[src/rtl/traffic_light_monitor.sv]
// ============================================================================
// Module   : traffic_light_monitor
// Purpose  : Checks a light controller's phase sequence, drives lamps and latches faults.
// Revision : 1.0 - initial release
// ============================================================================
`default_nettype none

module traffic_light_monitor #(
    parameter int MAX_DWELL = 8,
    parameter int FLASH_DIV = 4
) (
    input  logic       clk,
    input  logic       reset,
    input  logic [1:0] light,
    input  logic       clear_fault,
    output logic       lamp_r,
    output logic       lamp_g,
    output logic       lamp_y,
    output logic       fault,
    output logic [1:0] fault_code,
    output logic [7:0] cycle_count
);

    typedef enum logic [1:0] {
        S_INIT  = 2'd0,
        S_RUN   = 2'd1,
        S_FAULT = 2'd2
    } state_t;

    localparam logic [1:0] C_RED     = 2'b00;
    localparam logic [1:0] C_GREEN   = 2'b01;
    localparam logic [1:0] C_YELLOW  = 2'b10;
    localparam logic [1:0] C_ILLEGAL = 2'b11;

    localparam logic [1:0] C_FC_CODE  = 2'b01;
    localparam logic [1:0] C_FC_TRANS = 2'b10;
    localparam logic [1:0] C_FC_STUCK = 2'b11;

    localparam logic [7:0] C_DWELL_LAST = 8'(MAX_DWELL - 1);
    localparam logic [7:0] C_FLASH_LAST = 8'(FLASH_DIV - 1);

    state_t     state;
    logic [1:0] prev;
    logic [7:0] dwell;
    logic [7:0] flash_cnt;

    logic       is_hold;
    logic       is_legal_step;
    logic [1:0] run_fault_code;

    assign is_hold = (light == prev);
    assign is_legal_step = ((prev == C_RED)    && (light == C_GREEN))  ||
                           ((prev == C_GREEN)  && (light == C_YELLOW)) ||
                           ((prev == C_YELLOW) && (light == C_RED));

    // Zero means the sample is acceptable; checks are listed in priority order.
    always_comb begin
        run_fault_code = 2'b00;
        if (light == C_ILLEGAL) begin
            run_fault_code = C_FC_CODE;
        end else if (!is_hold && !is_legal_step) begin
            run_fault_code = C_FC_TRANS;
        end else if (is_hold && (dwell == C_DWELL_LAST)) begin
            run_fault_code = C_FC_STUCK;
        end
    end

    always_ff @(posedge clk or posedge reset) begin
        if (reset) begin
            state       <= S_INIT;
            lamp_r      <= 1'b1;
            lamp_g      <= 1'b0;
            lamp_y      <= 1'b0;
            fault       <= 1'b0;
            fault_code  <= 2'b00;
            cycle_count <= 8'd0;
            prev        <= C_RED;
            dwell       <= 8'd0;
            flash_cnt   <= 8'd0;
        end else begin
            case (state)
                S_INIT: begin
                    if (light == C_ILLEGAL) begin
                        state      <= S_FAULT;
                        fault      <= 1'b1;
                        fault_code <= C_FC_CODE;
                        lamp_r     <= 1'b1;
                        lamp_g     <= 1'b0;
                        lamp_y     <= 1'b0;
                        flash_cnt  <= 8'd0;
                    end else begin
                        state  <= S_RUN;
                        prev   <= light;
                        dwell  <= 8'd1;
                        lamp_r <= (light == C_RED);
                        lamp_g <= (light == C_GREEN);
                        lamp_y <= (light == C_YELLOW);
                    end
                end

                S_RUN: begin
                    if (run_fault_code != 2'b00) begin
                        state      <= S_FAULT;
                        fault      <= 1'b1;
                        fault_code <= run_fault_code;
                        lamp_r     <= 1'b1;
                        lamp_g     <= 1'b0;
                        lamp_y     <= 1'b0;
                        flash_cnt  <= 8'd0;
                    end else begin
                        lamp_r <= (light == C_RED);
                        lamp_g <= (light == C_GREEN);
                        lamp_y <= (light == C_YELLOW);
                        if (is_hold) begin
                            dwell <= dwell + 8'd1;
                        end else begin
                            prev  <= light;
                            dwell <= 8'd1;
                            if (prev == C_YELLOW) begin
                                cycle_count <= cycle_count + 8'd1;
                            end
                        end
                    end
                end

                S_FAULT: begin
                    if (clear_fault) begin
                        state      <= S_INIT;
                        fault      <= 1'b0;
                        fault_code <= 2'b00;
                        lamp_r     <= 1'b1;
                        lamp_g     <= 1'b0;
                        lamp_y     <= 1'b0;
                        flash_cnt  <= 8'd0;
                    end else if (flash_cnt == C_FLASH_LAST) begin
                        lamp_r    <= ~lamp_r;
                        flash_cnt <= 8'd0;
                    end else begin
                        flash_cnt <= flash_cnt + 8'd1;
                    end
                end

                default: begin
                    state <= S_INIT;
                end
            endcase
        end
    end

endmodule

`default_nettype wire

[config.mk]
export PLATFORM = sky130hd
export DESIGN_NAME = traffic_light_monitor
export DESIGN_NICKNAME = d
export VERILOG_FILES = /design/src/rtl/traffic_light_monitor.sv
export SDC_FILE = /design/constraint.sdc
export NUM_CORES = 1
export LEC_CHECK = 0
export BUFFER_PORTS_ARGS = -buffer_cell sky130_fd_sc_hd__buf_4
export CORE_MARGIN = 8
export CORE_UTILIZATION = 50
export DETAILED_ROUTE_END_ITERATION = 7
export HOLD_SLACK_MARGIN = 0.02
export PLACE_DENSITY = 0.76
export SLEW_MARGIN = 25
export SYNTH_ARGS = -nofsm -noshare
export SYNTH_HDL_FRONTEND = slang
export SYNTH_SLANG_ARGS = --single-unit
[constraint.sdc]
create_clock -name clk -period 3.1 [get_ports clk]
set_input_delay 0.465 -clock clk [delete_from_list [all_inputs] [get_ports clk]]
set_output_delay 0.465 -clock clk [all_outputs]
set_load 0.02 [all_outputs]
==> metrics.md <==
| Metric | Value |
|---|---|
| Critical path class | `flop to flop` |
| Post-Synth Adder-Cell Area | `4.554%` |
| Root Buffer | `clkbuf_8` |
| Post-Layout Cell Count | `278` |
| GRT Residual Overflow | `0` |
| Final min period | `2.429 ns` |
| Core area | `approximately 0.0037 mm²` |
| Syn. warnings | `0` |
| Post-DP HPWL | `2.748 mm` |
| Area Overhead vs Synth | `14.25%` |
| DIE AREA | `approximately 0.0061 mm²` |
| Worst setup margin | `0.6708 ns` |
| Max Root-Sink Buffers | `2` |
| IO Pins | `19` |
| Seq cells post-synth | `34` |
| WL final | `between 3 and 4 mm` |
| Area leader, netlist | `dfrtp_1` |
| Fin. Hold Viols | `0` |
| R2r worst-path depth | `7` |
| R2r setup slk | `0.67 ns` |
| Main combinational cell family by area after synthesis | `simple AND/OR/NAND/NOR gates` |
| Worst r2r dst | `flash_cnt[4]` |
| First-pass GRT wire length | `6.789 mm` |
| Cells after Synth | `~210` |
| Antenna Nets Post-Route | `0` |
| Final Setup Violations | `0` |
| Power per cell area | `~770 mW/mm²` |
| H-tree Lvls | `2` |
| Startpoint Class | `flop` |
| Crit. End Element | `flop` |
| Worst Tran Pin Value | `0.5563 ns` |
| Complex-gate fraction of the synthesized area | `~16%` |
| Post-synth EDFFs | `0` |
| Vias in the first global route | `around 1,500` |
| N_diodes | `0` |
| Layout cell share with drive strength beyond 1 | `16.52%` |
| Row cnt | `22` |
| Placer congestion estimate | `0.8242` |
| Buffers on Ports | `18` |
| Die width | `slightly below 80 µm` |
| Post-synthesis simple-gate area fraction | `23.36%` |
| Initial antenna violation count | `0` |
| Status | `completed` |
| FFs w/ async S/R, synth | `100.0%` |
| Die Ht | `78.02 µm` |
| Slew Limit Fails | `0` |
| Maxcap violations | `0` |
| Post-synthesis mux area share | `1.887%` |
| Syn Area/Cell | `9.246 µm²` |
| CP max FO | `10` |
| HP Class | `primary input to asynchronous set/reset pin` |
| Place WS | `0.6098 ns` |
| Clock Skews | `0.002701 ns` |
| DRC | `0` |
| Leading post-synthesis cells by cell area | `dfrtp_1, o21ai_0, ha_1, nand2_1, nand3_1` |
| Wirelength per Cell | `13.41 µm` |
| Initial DRC count | `93` |
| Share of the synthesized area in the top cell type | `42.94%` |
| Critical Path AT | `2.63 ns` |
| Hold Buf Count CTS | `0` |
| Crit Reg-Reg Startpoint | `dwell[0]` |
| Seq/Total Area, Yosys | `44.31%` |
| Post-synth design cell area | `a little under 0.002 mm²` |
| Sink Count | `34` |
| XOR/XNOR share of the synthesized area | `approximately 5.3%` |
| Layout net count | `241` |
| Via density | `5.471` |
| Static Leak | `approximately 0.0011 µW` |
| Worst setup path start | `dwell[0]` |
| Hold slack | `0.2674 ns` |
| CTS resizes | `0` |
| Worst-path clk slew | `0.07 ns` |
| F_max | `411.7 MHz` |
| Initial Utilization | `a little over half` |
| RSZ-0062 raised after global routing | `false` |
| Fin Setup TNS | `0 ns` |
| Syn nets | `220` |
| Tcrit/Tclk final | `78.36%` |
| Synth cell types | `46` |
| Dpl cells | `270` |
| Core Util, Final | `about three fifths` |
| Largest net degree at the start of global routing | `35` |
| Vias | `approximately 1,500` |
| Commonest register cell after synthesis | `dfrtp_1` |
| TritonCTS clock tree | `done` |
| Global Route Usage Sum | `13.66%` |
| Req. time, crit path | `3.30 ns` |
| CTS buffer count | `5` |
| Worst skew pair latency | `0.29 ns` |
| Peak supply drop | `a little over 0.5 mV` |
| DRT Pass-1 Iters | `5` |
| Max transition margin | `62.52%` |
| Post-CTS setup buffer count | `0` |
## critical path, stage by stage, from the launching register on
cell	delay, ns
dfrtp_1	0.39
ha_1	0.21
and4bb_2	0.25
nand4_1	0.18
o211a_1	0.22
or3_1	0.49
or2_1	0.36
o31ai_1	0.24
## final cells by class
cell class	count	area (µm²)
flip-flops and latches	34	852.1
well taps	48	60.06
clock buffers	6	82.58
clock inverters	2	12.51
multi-input cells	157	991.0
inverters	9	33.78
fillers	320	1491
repair buffers	22	165.2
## routing by layer
layer / part of all wire (%) / up-vias / global-route usage, % / routed length (µm)
met3: 6.2 / 6 / 5.923 / 232
met5: 0 / - / 0 / 0
met4: 1.2 / 0 / 6.481 / 46
met1: 50 / 697 / 16.98 / 1858
met2: 43 / 39 / 19.97 / 1590
li1: - / 779 / - / -
## per-stage QoR
stage	power, µW	instance area [µm²]
floorplan	1146	1923
global placement	1339	2102
detailed placement	1354	2102
CTS	1702	2197
global route	1832	2197
finish	1687	2197
## worst max path at each step
stage | to | slack [ns] | depth (start not counted)
final | flash_cnt[4] | 0.67 | 7
after global routing | flash_cnt[4] | 0.51 | 7
after CTS | flash_cnt[4] | 0.69 | 7
after detailed placement | flash_cnt[4] | 0.61 | 7
after global placement | flash_cnt[6] | 0.64 | 7
after floorplan | flash_cnt[6] | 0.74 | 8
## synthesized netlist by cell type, types with 5 or more instances
cell / n
dfrtp_1: 33
nand2_1: 22
o21ai_0: 19
nor2_1: 17
nand3_1: 13
inv_1: 9
ha_1: 7
and3_1: 6
nand4_1: 6
xnor2_1: 6
clkbuf_1: 5
nand2b_1: 5
nor2b_1: 5
o31ai_1: 5
## sequential cells by signal, indices dropped and copies added, names as in the netlist
signal,cells
cycle_count,8
dwell,8
flash_cnt,8
fault_code,2
prev,2
state,2
fault,1
lamp_g,1
lamp_r,1
lamp_y,1
## power breakdown
| group | leakage, µW | internal (µW) | switching [µW] |
|---|---|---|---|
| combinational | 0.000567 | 290 | 418 |
| sequential | 0.000450 | 543 | 90.5 |
| clock | 0.0000472 | 178 | 167 |
| total | 0.00106 | 1010 | 676 |
## cells by family after synthesis
kind of cell	count (synthesis)
multiplexers	3
flip-flops	34
adder cells (fa/ha/maj)	7
buffers and inverters	17
AO/OA/AOI/OAI	49
AND/OR/NAND/NOR	88
XOR/XNOR	10
## cell usage in the layout (no fill, tap or decap), types with 3 or more instances in the layout
cell	count
a21oi_1	3
and2_1	3
and3_1	6
buf_4	22
clkbuf_8	6
dfrtp_1	33
ha_1	7
inv_1	9
nand2_1	22
nand2b_1	5
nand3_1	13
nand4_1	6
nor2_1	17
nor2b_1	5
o21a_1	3
o21ai_0	19
o21ai_1	4
o22a_1	3
o31ai_1	5
xnor2_1	6
(Power assumes the default switching activity.)
